===== config.mk =====
export PLATFORM = sky130hd
export DESIGN_NAME = mem_port_arbiter_flat
export DESIGN_NICKNAME = d
export VERILOG_FILES = /design/src/rtl/mem_port_arbiter_if.sv /design/src/rtl/mem_port_arbiter.sv /design/src/flat_wrapper.sv
export SDC_FILE = /design/constraint.sdc
export NUM_CORES = 1
export LEC_CHECK = 0
export CAP_MARGIN = 20
export CORE_AREA = 2 2 105 107
export CTS_BUF_LIST = sky130_fd_sc_hd__clkbuf_4
export DETAILED_ROUTE_END_ITERATION = 10
export DIE_AREA = 0 0 107 109
export DONT_BUFFER_PORTS = 1
export SKIP_CTS_REPAIR_TIMING = 1
export SYNTH_ARGS = -nofsm -noshare
export SYNTH_HDL_FRONTEND = slang
export SYNTH_SLANG_ARGS = --single-unit

===== constraint.sdc =====
create_clock -name clk -period 1.5 [get_ports clk]
set_input_delay 0.3 -clock clk [delete_from_list [all_inputs] [get_ports clk]]
set_output_delay 0.3 -clock clk [all_outputs]
set_load 0.03 [all_outputs]

===== src/rtl/mem_port_arbiter_if.sv =====
// Bus bundle between the two memory requesters (fetch, load/store), the
// single-port memory, and the arbiter that shares it.
//   if_*    : fetch requester (read only), req/gnt handshake + read return
//   dm_*    : load/store requester, req/gnt handshake + read return
//   mem_*   : single-port memory pins (registered read data)
//   stall_* : per-requester stall flags for pipeline control
// Modports: slave = arbiter side, master = requesters + memory side.
interface mem_port_arbiter_if #(
  parameter int unsigned DW = 32
);
  // Fetch port
  logic          if_req;
  logic [DW-1:0] if_addr;
  logic          if_gnt;
  logic          if_rvalid;
  logic [DW-1:0] if_rdata;

  // Load/store port
  logic          dm_req;
  logic          dm_wr;
  logic [DW-1:0] dm_addr;
  logic [DW-1:0] dm_wdata;
  logic          dm_gnt;
  logic          dm_rvalid;
  logic [DW-1:0] dm_rdata;

  // Memory pins
  logic          mem_cs;
  logic          mem_wr;
  logic [DW-1:0] mem_addr;
  logic [DW-1:0] mem_wdata;
  logic [DW-1:0] mem_rdata;

  // Pipeline stalls
  logic          stall_if;
  logic          stall_dm;

  modport slave (
    input  if_req, if_addr,
    input  dm_req, dm_wr, dm_addr, dm_wdata,
    input  mem_rdata,
    output if_gnt, if_rvalid, if_rdata,
    output dm_gnt, dm_rvalid, dm_rdata,
    output mem_cs, mem_wr, mem_addr, mem_wdata,
    output stall_if, stall_dm
  );

  modport master (
    output if_req, if_addr,
    output dm_req, dm_wr, dm_addr, dm_wdata,
    output mem_rdata,
    input  if_gnt, if_rvalid, if_rdata,
    input  dm_gnt, dm_rvalid, dm_rdata,
    input  mem_cs, mem_wr, mem_addr, mem_wdata,
    input  stall_if, stall_dm
  );
endinterface


===== src/rtl/mem_port_arbiter.sv =====
// Shares one single-port memory between instruction fetch (IF, reads only)
// and the load/store unit (DM, reads and writes). DM has priority; a streak
// counter forces an IF grant after MAX_DM_STREAK consecutive DM grants taken
// while IF was waiting. One access may issue per cycle; read data returns
// one edge after the grant with a one-cycle rvalid to the owner.
// All state changes on the falling clock edge; rst is synchronous, active high.
// Ports:
//   clk, rst : clock (falling-edge active) and synchronous reset
//   bus      : mem_port_arbiter_if.slave (requesters, memory pins, stalls)
module mem_port_arbiter #(
  parameter int unsigned DW            = 32,
  parameter int unsigned MAX_DM_STREAK = 4
) (
  input  logic                clk,
  input  logic                rst,
  mem_port_arbiter_if.slave   bus
);

  localparam int unsigned SW = 4;
  localparam logic [SW-1:0] STREAK_MAX = SW'(MAX_DM_STREAK);

  typedef enum logic [1:0] {
    ST_IDLE   = 2'd0,
    ST_GNT_IF = 2'd1,
    ST_GNT_DM = 2'd2
  } state_e;

  state_e        state_q,     state_d;
  logic [SW-1:0] streak_q,    streak_d;
  logic          owner_dm_q,  owner_dm_d;
  logic          is_read_q,   is_read_d;
  logic          if_gnt_q,    if_gnt_d;
  logic          dm_gnt_q,    dm_gnt_d;
  logic          mem_cs_q,    mem_cs_d;
  logic          mem_wr_q,    mem_wr_d;
  logic [DW-1:0] mem_addr_q,  mem_addr_d;
  logic [DW-1:0] mem_wdata_q, mem_wdata_d;
  logic          if_rvalid_q, if_rvalid_d;
  logic          dm_rvalid_q, dm_rvalid_d;

  logic          grant_dm;
  logic          grant_if;
  logic          issued;

  // Arbitration: DM wins unless IF has waited through a full DM streak.
  always_comb begin
    grant_dm = bus.dm_req & (~bus.if_req | (streak_q < STREAK_MAX));
    grant_if = bus.if_req & ~grant_dm;
  end

  // Next-state, issue and read-return logic.
  always_comb begin
    state_d     = state_q;
    streak_d    = streak_q;
    owner_dm_d  = owner_dm_q;
    is_read_d   = is_read_q;
    mem_addr_d  = mem_addr_q;
    mem_wdata_d = mem_wdata_q;
    if_gnt_d    = 1'b0;
    dm_gnt_d    = 1'b0;
    mem_cs_d    = 1'b0;
    mem_wr_d    = 1'b0;
    if_rvalid_d = 1'b0;
    dm_rvalid_d = 1'b0;

    // The access issued last edge is sampled by memory now; reads answer.
    issued      = (state_q != ST_IDLE);
    if_rvalid_d = issued & is_read_q & ~owner_dm_q;
    dm_rvalid_d = issued & is_read_q &  owner_dm_q;

    if (grant_dm) begin
      state_d    = ST_GNT_DM;
      dm_gnt_d   = 1'b1;
      mem_cs_d   = 1'b1;
      mem_wr_d   = bus.dm_wr;
      mem_addr_d = bus.dm_addr;
      if (bus.dm_wr) begin
        mem_wdata_d = bus.dm_wdata;
      end
      owner_dm_d = 1'b1;
      is_read_d  = ~bus.dm_wr;
      // Streak only grows while IF is being passed over; saturates.
      if (bus.if_req && (streak_q != STREAK_MAX)) begin
        streak_d = streak_q + SW'(1);
      end
    end else if (grant_if) begin
      state_d    = ST_GNT_IF;
      if_gnt_d   = 1'b1;
      mem_cs_d   = 1'b1;
      mem_wr_d   = 1'b0;
      mem_addr_d = bus.if_addr;
      owner_dm_d = 1'b0;
      is_read_d  = 1'b1;
      streak_d   = '0;
    end else begin
      state_d    = ST_IDLE;
      is_read_d  = 1'b0;
    end
  end

  // State registers; reset drops any in-flight access so no rvalid follows.
  always_ff @(negedge clk) begin
    if (rst) begin
      state_q     <= ST_IDLE;
      streak_q    <= '0;
      owner_dm_q  <= 1'b0;
      is_read_q   <= 1'b0;
      if_gnt_q    <= 1'b0;
      dm_gnt_q    <= 1'b0;
      mem_cs_q    <= 1'b0;
      mem_wr_q    <= 1'b0;
      mem_addr_q  <= '0;
      mem_wdata_q <= '0;
      if_rvalid_q <= 1'b0;
      dm_rvalid_q <= 1'b0;
    end else begin
      state_q     <= state_d;
      streak_q    <= streak_d;
      owner_dm_q  <= owner_dm_d;
      is_read_q   <= is_read_d;
      if_gnt_q    <= if_gnt_d;
      dm_gnt_q    <= dm_gnt_d;
      mem_cs_q    <= mem_cs_d;
      mem_wr_q    <= mem_wr_d;
      mem_addr_q  <= mem_addr_d;
      mem_wdata_q <= mem_wdata_d;
      if_rvalid_q <= if_rvalid_d;
      dm_rvalid_q <= dm_rvalid_d;
    end
  end

  // Output drive; read data is a pass-through qualified by rvalid.
  assign bus.if_gnt    = if_gnt_q;
  assign bus.dm_gnt    = dm_gnt_q;
  assign bus.if_rvalid = if_rvalid_q;
  assign bus.dm_rvalid = dm_rvalid_q;
  assign bus.if_rdata  = bus.mem_rdata;
  assign bus.dm_rdata  = bus.mem_rdata;
  assign bus.mem_cs    = mem_cs_q;
  assign bus.mem_wr    = mem_wr_q;
  assign bus.mem_addr  = mem_addr_q;
  assign bus.mem_wdata = mem_wdata_q;
  assign bus.stall_if  = bus.if_req & ~if_gnt_q;
  assign bus.stall_dm  = bus.dm_req & ~dm_gnt_q;

endmodule

===== src/flat_wrapper.sv =====
// flat-port wrapper written by rule: the top's interface ports become plain ports
module mem_port_arbiter_flat 
#(
  parameter int unsigned DW            = 32,
  parameter int unsigned MAX_DM_STREAK = 4
)
  (clk, rst, bus_if_req, bus_if_addr, bus_dm_req, bus_dm_wr, bus_dm_addr, bus_dm_wdata, bus_mem_rdata, bus_if_gnt, bus_if_rvalid, bus_if_rdata, bus_dm_gnt, bus_dm_rvalid, bus_dm_rdata, bus_mem_cs, bus_mem_wr, bus_mem_addr, bus_mem_wdata, bus_stall_if, bus_stall_dm);
  mem_port_arbiter_if #(.DW(DW)) bus_i ();
  input  logic clk;
  input  logic rst;
  input wire logic [$bits(bus_i.if_req)-1:0] bus_if_req;
  input wire logic [$bits(bus_i.if_addr)-1:0] bus_if_addr;
  input wire logic [$bits(bus_i.dm_req)-1:0] bus_dm_req;
  input wire logic [$bits(bus_i.dm_wr)-1:0] bus_dm_wr;
  input wire logic [$bits(bus_i.dm_addr)-1:0] bus_dm_addr;
  input wire logic [$bits(bus_i.dm_wdata)-1:0] bus_dm_wdata;
  input wire logic [$bits(bus_i.mem_rdata)-1:0] bus_mem_rdata;
  output wire logic [$bits(bus_i.if_gnt)-1:0] bus_if_gnt;
  output wire logic [$bits(bus_i.if_rvalid)-1:0] bus_if_rvalid;
  output wire logic [$bits(bus_i.if_rdata)-1:0] bus_if_rdata;
  output wire logic [$bits(bus_i.dm_gnt)-1:0] bus_dm_gnt;
  output wire logic [$bits(bus_i.dm_rvalid)-1:0] bus_dm_rvalid;
  output wire logic [$bits(bus_i.dm_rdata)-1:0] bus_dm_rdata;
  output wire logic [$bits(bus_i.mem_cs)-1:0] bus_mem_cs;
  output wire logic [$bits(bus_i.mem_wr)-1:0] bus_mem_wr;
  output wire logic [$bits(bus_i.mem_addr)-1:0] bus_mem_addr;
  output wire logic [$bits(bus_i.mem_wdata)-1:0] bus_mem_wdata;
  output wire logic [$bits(bus_i.stall_if)-1:0] bus_stall_if;
  output wire logic [$bits(bus_i.stall_dm)-1:0] bus_stall_dm;
  assign bus_i.if_req = bus_if_req;
  assign bus_i.if_addr = bus_if_addr;
  assign bus_i.dm_req = bus_dm_req;
  assign bus_i.dm_wr = bus_dm_wr;
  assign bus_i.dm_addr = bus_dm_addr;
  assign bus_i.dm_wdata = bus_dm_wdata;
  assign bus_i.mem_rdata = bus_mem_rdata;
  assign bus_if_gnt = bus_i.if_gnt;
  assign bus_if_rvalid = bus_i.if_rvalid;
  assign bus_if_rdata = bus_i.if_rdata;
  assign bus_dm_gnt = bus_i.dm_gnt;
  assign bus_dm_rvalid = bus_i.dm_rvalid;
  assign bus_dm_rdata = bus_i.dm_rdata;
  assign bus_mem_cs = bus_i.mem_cs;
  assign bus_mem_wr = bus_i.mem_wr;
  assign bus_mem_addr = bus_i.mem_addr;
  assign bus_mem_wdata = bus_i.mem_wdata;
  assign bus_stall_if = bus_i.stall_if;
  assign bus_stall_dm = bus_i.stall_dm;
  mem_port_arbiter #(.DW(DW), .MAX_DM_STREAK(MAX_DM_STREAK)) u_core (.clk(clk), .rst(rst), .bus(bus_i));
endmodule

## Word-level counts from Yosys, hierarchy flattened

Cells that the tools add are included.

| storage, ports and cells | value |
|---|---|
| register bits after elaboration | 78 |
| input bits | 133 |
| output and inout bits | 136 |

| cells by class | value |
|---|---|
| add/sub/neg operators | 1 |
| $lt $le $gt $ge | 1 |
| equality and inequality tests | 2 |
| multiplexer cells | 13 |
| bitwise logic cells | 14 |
| reduce and logical (&&, ||, !) cells | 7 |

Operators with widths:

| operator | count |
|---|---|
| $mux 32 | 2 |
| $mux 4 | 3 |
| $and 1x1->1 | 7 |
| $mux 1 | 7 |
| $not 1->1 | 6 |
| $add 4x1->4 const B | 1 |
| $lt 4x3->1 const B | 1 |
| $ne 4x3->1 const B | 1 |
| $reduce_and 2->1 | 2 |
| $reduce_bool 2->1 | 2 |
| $reduce_or 2->1 | 2 |
| $mux 2 | 1 |
| $ne 2x2->1 const B | 1 |
| $logic_and 1x1->1 | 1 |
| $or 1x1->1 | 1 |

## Depth between registers and ports, before layout

Gate-level depths: netlist (run 1).

| logic depth | value |
|---|---|
| word-level depth | 7 |
| mapped depth | 6 |
| depth with buffers taken out | 4 |

==> results.sh, run 1 <==
export IMPL_status="complete, but fails checks"
export IMPL_violations="negative setup slack"
export IMPL_grt_max_degree=41
export IMPL_die_h_um=109
export IMPL_synth_top_area_frac=0.4441
export IMPL_synth_area_um2=3426
export IMPL_synth_top_family_by_area="buffers and inverters"
export IMPL_avgSynthCellArea_um2=9.490
export IMPL_synthSimpleGateAreaFrac=0.1665
export IMPL_power_frac_comb=0.066
export IMPL_place_area_um2=3253
export IMPL_worst_ep_arrival_time_ns=1.76
export IMPL_syn_nets=496
export IMPL_place_worst_setup_slack_ns=-0.7060
export IMPL_dp_cells=428
export IMPL_start_kind="flip-flop"
export IMPL_synth_compound_area_frac=0.1066
export IMPL_r2r_setup_slack_ns=0.03
export IMPL_wire_per_inst_um=15.74
export IMPL_synth_most_common_cell="dfxtp_1"
export IMPL_synth_warnings=0
export IMPL_synth_cells_most_frequent="dfxtp_1, buf_4, nand2_1"
export IMPL_syn2layout_area_growth_pct=15.05
export IMPL_critical_path_cell_count=1
export IMPL_path_max_fanout=2
export IMPL_async_reset_ff_frac=0
export IMPL_fill_cells=1057
export IMPL_antenna_found_initial=0
export IMPL_timing_slew_headroom=0.8196
export IMPL_timing_rr_end="u_core.bus.mem_addr[20]$_SDFFE_NP0P_"
export IMPL_drt_total_wl_mm=8.233
export IMPL_crit_path_end_kind="output port"
export IMPL_stdcell_count=523
export IMPL_synth_edf_count=0
export IMPL_power_mw=4.926
export IMPL_clk_pin_slew_ns=0.04
export IMPL_drv_cap=0
export IMPL_core_area_um2=10600
export IMPL_ys_seq_area_frac=0.4441
export IMPL_h_tree_depth=3
export IMPL_rsz0062_at_grt="yes"
export IMPL_fp_dieW_um=107
export IMPL_cts_tree="built"
export IMPL_crit_type="flip-flop to output port"
export IMPL_setup_tns_ns=-34.47
export IMPL_setup_viol=104
export IMPL_synth_area_leader_cell="dfxtp_1"
export IMPL_io_buffers=0
export IMPL_ant_nets=0
export IMPL_grt_pass1_vias=2592
export IMPL_grt_pass1_wl_mm=11.01
export IMPL_ys_flop_type="dfxtp_1"
export IMPL_clkPwrFrac=0.445
export IMPL_fin_worst_skew_ns=0.02147
export IMPL_cp_slowest_cell="dfxtp_4"
export IMPL_fin_area_um2=3941
export IMPL_tightest_slew_ns=0.2692
export IMPL_yosys_area_share_xor_xnor=0
export IMPL_synthMuxAreaShare=0.09350
export IMPL_crit_family="flip-flops"
export IMPL_vias=2540
export IMPL_dieArea_um2=11660
export IMPL_placementRows=38
export IMPL_worstSkewPairLatency_ns=0.47
export IMPL_ys_seq_elements=76
export IMPL_initial_core_util=0.3231
export IMPL_synth_adder_area_share=0.007305
export IMPL_ff2ff_path_depth=3
export IMPL_path_cells="nor2b_4"
export IMPL_slew_violations=0
export IMPL_gp_congestion=0.6995
export IMPL_switchingPower_mw=1.723
export IMPL_ys_types=25
export IMPL_setup_slack_ns=-0.5559
export IMPL_switching_share=0.3497
export IMPL_critPathBufInv=0
export IMPL_viasPerCell=4.857
export IMPL_netlist_instances=361
export IMPL_seq_power_share=0.489
export IMPL_nets=513
export IMPL_critPathRequiredTime_ns=1.20
export IMPL_startpoint="u_core.state_q[0]$_SDFF_NP0_"
export IMPL_cts_buffer_depth=2
export IMPL_drc=0
export IMPL_grt_overflow=0
export IMPL_diodes=0
export IMPL_r2r_start="u_core.streak_q[3]$_SDFFE_NP0P_"
export IMPL_vdd_drop_max_mv=0.4994
export IMPL_leakage_nw=1.789
export IMPL_dp_hpwl_mm=5.117
export IMPL_ys_top_cells_by_area="dfxtp_1, buf_4, a221o_1, mux2i_1, nand2_1"
export IMPL_drt_initial_drc_count=194
export IMPL_power_density_nw_per_um2=1250
export IMPL_drive_above_1_share=0.2977
export IMPL_hold_viol=0
export IMPL_hold_class="flip-flop to flip-flop"
export IMPL_crit_path_end="bus_stall_if"
export IMPL_cpPeakStageDelay_ns=0.34
export IMPL_numCtsBuffers=9
export IMPL_ios=269
export IMPL_dr_pass1_iters=4
export IMPL_p_int_mw=3.203
export IMPL_grtUsageTotal=0.1204
export IMPL_clock_sinks=76
export IMPL_cts_root_buffer="clkbuf_4"
-- routing by layer --
layer	up-vias	routed length (µm)	part of all wire	GRT usage
met1	1155	3153	0.38	0.1076
met5	-	0	0	0
met4	0	124	0.015	0.09276
met3	12	956	0.12	0.08548
li1	1196	-	-	-
met2	177	3998	0.49	0.1888
-- stage by stage --
step	hold WS, ns	utilization
CTS	0.4263	0.3480
floorplan	0.4081	-
detailed placement	0.4362	0.3068
finish	0.4404	0.3717
global route	0.4529	0.3717
global placement	0.4318	0.3068
-- logic make-up (layout without fill, tap and decap cells) --
family	count (synthesis)	after routing
muxes	32	32
adders and majority gates	2	2
buffers and inverters	93	111
and+or+nand+nor	118	122
AOI/OAI and AO/OA	40	40
DFF	76	76
-- cell usage in the layout, fill, tap and decap left out, types with 4 or more instances in the layout --
cell type	netlist	final
a221o_1	32	32
nor2_1	5	5
a21oi_1	5	5
nand2_1	64	64
and2_1	33	33
clkbuf_4	0	9
mux2i_1	32	32
buf_12	0	4
buf_4	64	11
inv_1	4	79
and3_4	1	6
dfxtp_1	76	6
dfxtp_4	0	70
-- power by group through the flow --
stage / Clock (mW) / Sequential [mW] / Combinational [mW]
2_1_floorplan: 0.311 / 2.47 / 0.603
3_3_place_gp: 0.311 / 2.49 / 0.299
3_5_place_dp: 0.311 / 2.49 / 0.315
4_1_cts: 2.32 / 2.46 / 0.314
5_1_grt: 2.62 / 2.42 / 0.360
6_report: 2.19 / 2.41 / 0.327
-- final cells by class --
type / count / area [µm²] / area share
flip-flops and latches: 76 / 1784 / 0.4527
multi-input cells: 196 / 1359 / 0.3448
clock inverters: 83 / 372.9 / 0.09460
well taps: 140 / 175.2 / 0.04444
repair buffers: 15 / 162.7 / 0.04127
clock buffers: 9 / 67.56 / 0.01714
inverters: 4 / 20.02 / 0.005079
-- worst min-delay path by stage --
stage | endpoint | cells past startpoint | start
5_1_grt | u_core.bus.if_rvalid$_SDFF_NP0_ | 1 | u_core.owner_dm_q$_SDFFE_NP0P_
3_5_place_dp | u_core.bus.dm_rvalid$_SDFF_NP0_ | 2 | u_core.owner_dm_q$_SDFFE_NP0P_
3_3_place_gp | u_core.bus.if_rvalid$_SDFF_NP0_ | 1 | u_core.owner_dm_q$_SDFFE_NP0P_
6_report | u_core.bus.dm_rvalid$_SDFF_NP0_ | 2 | u_core.owner_dm_q$_SDFFE_NP0P_
4_1_cts | u_core.bus.dm_rvalid$_SDFF_NP0_ | 2 | u_core.owner_dm_q$_SDFFE_NP0P_
2_1_floorplan | u_core.bus.if_rvalid$_SDFF_NP0_ | 1 | u_core.owner_dm_q$_SDFFE_NP0P_
-- sequential cells by signal, summed over array words and instances (netlist names) --
name,flops
u_core.is_read_q,1
u_core.bus.dm_gnt,1
u_core.owner_dm_q,1
u_core.bus.if_rvalid,1
u_core.bus.mem_wr,1
u_core.bus.mem_wdata,32
u_core.bus.mem_cs,1
u_core.bus.mem_addr,32
u_core.streak_q,4
u_core.state_q,1
u_core.bus.dm_rvalid,1
-- tightest hold or removal path: cells and delay by family, from the launching register on --
family,cells,cell delay (ns)
flops,1,0.32
buf+inv,1,0.05
simple gates,1,0.04
Power figures use the tool's default switching activity.
==> run 2: changes to the inputs <==
Settings changed: CTS_BUF_LIST sky130_fd_sc_hd__clkbuf_4 to sky130_fd_sc_hd__clkbuf_8.
==> run 2 against run 1 <==
The run still ends with negative setup slack left. Count of clock-buffer cells in the layout stayed put. Utilization grew 0.78 points. Non-clock buffer count grew 2. Setup slack improved by 0.071 ns. Total power is 6.2% higher. Global-route usage about the same.
==> results.sh, run 2 (synthesis results as in run 1) <==
export IMPL_holdPathStages=2
export IMPL_regArea_um2=1784
export IMPL_drv_cap=0
export IMPL_diodes=0
export IMPL_cts_buffer_depth=2
export IMPL_setup_viol=105
export IMPL_initial_core_util=0.3231
export IMPL_setup_slack_ns=-0.4852
export IMPL_place_area_um2=3253
export IMPL_wire_per_inst_um=15.85
export IMPL_drt_total_wl_mm=8.323
export IMPL_vdd_drop_max_mv=0.4994
export IMPL_layout_commonest_cell="inv_1"
export IMPL_fin_worst_skew_ns=0.01623
export IMPL_hold_viol=0
export IMPL_critPathBufInv=0
export IMPL_worstSkewPairLatency_ns=0.40
export IMPL_drt_initial_drc_count=165
export IMPL_crit_family="flip-flops"
export IMPL_dp_hpwl_mm=5.117
export IMPL_core_area_um2=10600
export IMPL_io_buffers=0
export IMPL_grt_pass1_wl_mm=11.03
export IMPL_syn2layout_area_growth_pct=17.46
export IMPL_fp_dieW_um=107
export IMPL_vias=2535
export IMPL_critPathRequiredTime_ns=1.20
export IMPL_tightest_slew_ns=0.2711
export IMPL_gp_congestion=0.6995
export IMPL_grt_overflow=0
export IMPL_fill_cells=1048
export IMPL_drc=0
export IMPL_placementRows=38
export IMPL_crit_path_end_kind="output port"
export IMPL_path_cells="nor2b_4"
export IMPL_fin_util=0.3795
export IMPL_drive_above_1_share=0.3039
export IMPL_cpPeakStageDelay_ns=0.34
export IMPL_hold_class="flip-flop to flip-flop"
export IMPL_nets=515
export IMPL_cts_root_buffer="clkbuf_8"
export IMPL_timing_rr_end="u_core.bus.mem_addr[20]$_SDFFE_NP0P_"
export IMPL_cts_tree="built"
export IMPL_hold_end="u_core.bus.dm_rvalid$_SDFF_NP0_"
export IMPL_die_h_um=109
export IMPL_fin_area_um2=4024
export IMPL_hp_start="u_core.owner_dm_q$_SDFFE_NP0P_"
export IMPL_r2r_start="u_core.streak_q[3]$_SDFFE_NP0P_"
export IMPL_crit_type="flip-flop to output port"
export IMPL_grt_pass1_vias=2590
export IMPL_h_tree_depth=3
export IMPL_ff2ff_path_depth=4
export IMPL_ant_nets=0
export IMPL_worst_ep_arrival_time_ns=1.69
export IMPL_dr_pass1_iters=4
export IMPL_violations="negative setup slack"
export IMPL_status="complete, but fails checks"
export IMPL_clock_sinks=76
export IMPL_timing_slew_headroom=0.8183
export IMPL_multi_input_area_um2=1366
export IMPL_r2r_setup_slack_ns=-0.04
export IMPL_path_max_fanout=2
export IMPL_layout_common_cells="inv_1, dfxtp_4, nand2_1"
export IMPL_grtUsageTotal=0.1208
export IMPL_cp_slowest_cell="dfxtp_4"
export IMPL_rsz0062_at_grt="yes"
export IMPL_power_mw=5.231
export IMPL_clk_pin_slew_ns=0.03
export IMPL_antenna_found_initial=0
export IMPL_start_kind="flip-flop"
export IMPL_slew_violations=0
export IMPL_power_density_nw_per_um2=1300
export IMPL_ios=269
export IMPL_leakage_nw=1.823
export IMPL_viasPerCell=4.829
export IMPL_dieArea_um2=11660
export IMPL_grt_max_degree=41
export IMPL_numCtsBuffers=9
run 2: layout make-up:
cell class,count,area share
well taps,140,0.04353
clock inverters,83,0.09266
repair buffers,17,0.04509
clock buffers,9,0.03078
flip-flops and latches,76,0.4434
inverters,4,0.004975
multi-input cells,196,0.3396
run 2: metal layers:
layer  global-route usage  wire length [µm]
met5                    0                 0
met4              0.09184               118
met3              0.08727               940
met1               0.1076              3209
met2               0.1893              4055
run 2: per-stage QoR:
stage          cells  hold slack (ns)  setup TNS (ns)  setup slack (ns)
2_1_floorplan    361           0.4081          -35.17           -0.7417
3_3_place_gp     428           0.4318          -34.83           -0.6946
3_5_place_dp     428           0.4362          -35.99           -0.7060
4_1_cts          519           0.4338          -38.40           -0.5134
5_1_grt          525           0.4580          -35.48           -0.5490
6_report         525           0.4414          -32.22           -0.4852
run 2: worst max path at each step:
stage	start	to	slack (ns)	depth (start not counted)
floorplan	bus_dm_req	u_core.bus.mem_addr[10]$_SDFFE_NP0P_	-0.74	5
global placement	bus_dm_req	u_core.bus.mem_addr[28]$_SDFFE_NP0P_	-0.69	3
detailed placement	bus_dm_req	u_core.bus.mem_addr[29]$_SDFFE_NP0P_	-0.71	3
CTS	u_core.state_q[0]$_SDFF_NP0_	bus_stall_if	-0.51	1
global route	u_core.bus.dm_gnt$_SDFF_NP0_	bus_stall_dm	-0.55	1
finish	u_core.state_q[0]$_SDFF_NP0_	bus_stall_if	-0.49	1
run 2: report_power, final:
group	internal (mW)	total, mW	switching [mW]
clock network	1.19	2.48	1.29
registers	2.12	2.42	0.297
logic	0.170	0.334	0.164
total	3.48	5.23	1.75
==> run 3: changes to the inputs <==
Settings changed: ABC_AREA set to 1, CORE_AREA 2 2 105 107 to unset, CORE_ASPECT_RATIO set to 2, CORE_MARGIN set to 1.5, CORE_UTILIZATION set to 40, DIE_AREA 0 0 107 109 to unset.
==> run 3 against run 2 <==
The run still ends with negative setup slack left. Clock skew grew 0.0080 ns. Clock power shrank 12%. Combinational power grew 130%. Count of clock-buffer cells in the layout is the same. Largest power group is now sequential cells. Highest routed layer unchanged. Total power grew 3.1%. Register-to-register slack gained 0.30 ns. Sequential share of layout area shrank 10 points. First-iteration DRC count grew 14%.
==> results.sh, run 3 <==
export IMPL_placementRows=53
export IMPL_vdd_drop_max_mv=0.4505
export IMPL_violations="negative setup slack"
export IMPL_clock_sinks=76
export IMPL_syn2layout_area_growth_pct=18.18
export IMPL_hold_viol=0
export IMPL_vias=3839
export IMPL_fp_dieW_um=76.08
export IMPL_ys_seq_elements=76
export IMPL_nets=820
export IMPL_synth_edf_count=0
export IMPL_start_kind="flip-flop"
export IMPL_h_tree_depth=3
export IMPL_synth_area_um2=4273
export IMPL_worstSkewPairLatency_ns=0.40
export IMPL_cts_root_buffer="clkbuf_8"
export IMPL_power_frac_comb=0.141
export IMPL_gp_congestion=0.8302
export IMPL_power_density_nw_per_um2=1068
export IMPL_ys_seq_area_frac=0.3561
export IMPL_fin_worst_skew_ns=0.02425
export IMPL_numCtsBuffers=9
export IMPL_switchingPower_mw=2.001
export IMPL_timing_slew_headroom=0.8409
export IMPL_synth_top_area_frac=0.3561
export IMPL_avgSynthCellArea_um2=6.454
export IMPL_critPathRequiredTime_ns=1.20
export IMPL_grtUsageTotal=0.1811
export IMPL_fin_util=0.4820
export IMPL_core_area_um2=10480
export IMPL_synthSimpleGateAreaFrac=0.3157
export IMPL_antenna_found_initial=0
export IMPL_ys_top_cells_by_area="dfxtp_1, nand2_1, inv_1, buf_4, nand3_1"
export IMPL_clk_pin_slew_ns=0.05
export IMPL_power_mw=5.391
export IMPL_hold_end="u_core.bus.if_rvalid$_SDFF_NP0_"
export IMPL_synth_warnings=0
export IMPL_drv_cap=0
export IMPL_path_max_fanout=2
export IMPL_r2r_start="u_core.streak_q[3]$_SDFFE_NP0P_"
export IMPL_die_h_um=149.2
export IMPL_tightest_slew_ns=0.2377
export IMPL_hold_class="flip-flop to flip-flop"
export IMPL_netlist_instances=662
export IMPL_ff2ff_path_depth=5
export IMPL_crit_type="flip-flop to output port"
export IMPL_grt_pass1_vias=3851
export IMPL_synthMuxAreaShare=0
export IMPL_setup_slack_ns=-0.5025
export IMPL_drive_above_1_share=0.1899
export IMPL_initial_core_util=0.4078
export IMPL_worst_ep_arrival_time_ns=1.70
export IMPL_cts_tree="built"
export IMPL_holdPathStages=1
export IMPL_dp_hpwl_mm=7.247
export IMPL_viasPerCell=4.642
export IMPL_ant_nets=0
export IMPL_layout_common_cells="inv_1, nand2_1, nand3_1"
export IMPL_status="complete, but fails checks"
export IMPL_synth_compound_area_frac=0.01493
export IMPL_synth_top_family_by_area="simple AND/OR/NAND/NOR gates"
export IMPL_grt_pass1_wl_mm=16.50
export IMPL_syn_nets=797
export IMPL_seq_power_share=0.454
export IMPL_r2r_setup_slack_ns=0.26
export IMPL_diodes=0
export IMPL_setup_viol=72
export IMPL_synth_cells_most_frequent="nand2_1, inv_1, dfxtp_1"
export IMPL_wire_per_inst_um=12.97
export IMPL_drc=0
export IMPL_timing_rr_end="u_core.bus.mem_wdata[2]$_SDFFE_NP0P_"
export IMPL_async_reset_ff_frac=0
export IMPL_cts_buffer_depth=2
export IMPL_drt_total_wl_mm=10.73
export IMPL_rsz0062_at_grt="yes"
export IMPL_drt_initial_drc_count=188
export IMPL_synth_most_common_cell="nand2_1"
export IMPL_leakage_nw=3.000
export IMPL_dr_pass1_iters=4
export IMPL_grt_max_degree=72
export IMPL_slew_violations=0
export IMPL_p_int_mw=3.390
export IMPL_synth_adder_area_share=0.005857
export IMPL_synth_area_leader_cell="dfxtp_1"
export IMPL_grt_overflow=0
export IMPL_layout_commonest_cell="inv_1"
export IMPL_io_buffers=0
export IMPL_place_worst_setup_slack_ns=-0.2905
export IMPL_ys_flop_type="dfxtp_1"
export IMPL_ios=269
export IMPL_switching_share=0.3713
export IMPL_crit_path_end_kind="output port"
export IMPL_yosys_area_share_xor_xnor=0
export IMPL_clkPwrFrac=0.405
export IMPL_dieArea_um2=11350
export IMPL_hp_start="u_core.owner_dm_q$_SDFFE_NP0P_"
export IMPL_ys_types=23
[run 3: logic make-up (layout without fill, tap and decap cells)]
logic type,count (synthesis),count (layout)
simple gates,310,310
flops,76,76
compound gates,8,8
fa+ha+maj,2,2
buf+inv,266,294
[run 3: area by class of cell]
cell class | instances | area, µm²
clock buffers | 9 | 123.9
clock inverters | 83 | 322.8
fillers | 1109 | 5428
inverters | 165 | 621.8
multi-input cells | 320 | 1459
flip-flops and latches | 76 | 1732
well taps | 137 | 171.4
repair buffers | 37 | 619.3
[run 3: critical path: stages, from the launching register on]
cell and delay (ns):
dfxtp_2 0.33, nor2_4 0.10, buf_12 0.13
[run 3: power groups by stage]
stage               clock network, mW  logic, mW  registers, mW
floorplan                       0.311      0.768           2.55
global placement                0.311      0.745           2.50
detailed placement              0.311      0.759           2.50
CTS                              2.29      0.764           2.47
global route                     2.57      0.848           2.45
finish                           2.18      0.762           2.45
[run 3: metrics by stage]
| stage | instance area [µm²] | instances | hold WS, ns | setup TNS [ns] |
|---|---|---|---|---|
| detailed placement | 4453 | 736 | 0.4119 | -17.23 |
| global placement | 4453 | 736 | 0.4093 | -15.56 |
| CTS | 4896 | 827 | 0.4110 | -29.11 |
| floorplan | 4457 | 662 | 0.3904 | -20.18 |
| global route | 5050 | 827 | 0.4346 | -28.57 |
| finish | 5050 | 827 | 0.4085 | -25.34 |
[run 3: worst max path at each step]
stage / from / to / slack, ns / cells after the start
2_1_floorplan: bus_if_req / u_core.bus.mem_addr[10]$_SDFFE_NP0P_ / -0.30 / 7
3_3_place_gp: bus_if_req / u_core.bus.mem_wdata[23]$_SDFFE_NP0P_ / -0.25 / 5
3_5_place_dp: bus_if_req / u_core.bus.mem_wdata[18]$_SDFFE_NP0P_ / -0.29 / 5
4_1_cts: u_core.bus.dm_gnt$_SDFF_NP0_ / bus_stall_dm / -0.59 / 2
5_1_grt: u_core.bus.dm_gnt$_SDFF_NP0_ / bus_stall_dm / -0.55 / 2
6_report: u_core.bus.dm_gnt$_SDFF_NP0_ / bus_stall_dm / -0.50 / 2
[run 3: layer usage]
layer  vias to the layer above  track usage  wire length (µm)  share of wire
met2                       176       0.3099              5632           0.52
met1                      1713       0.1654              3806           0.35
met3                        29      0.09664              1047          0.098
met4                         0       0.1194               244          0.023
met5                         -            0                 0              0
li1                       1921            -                 -              -
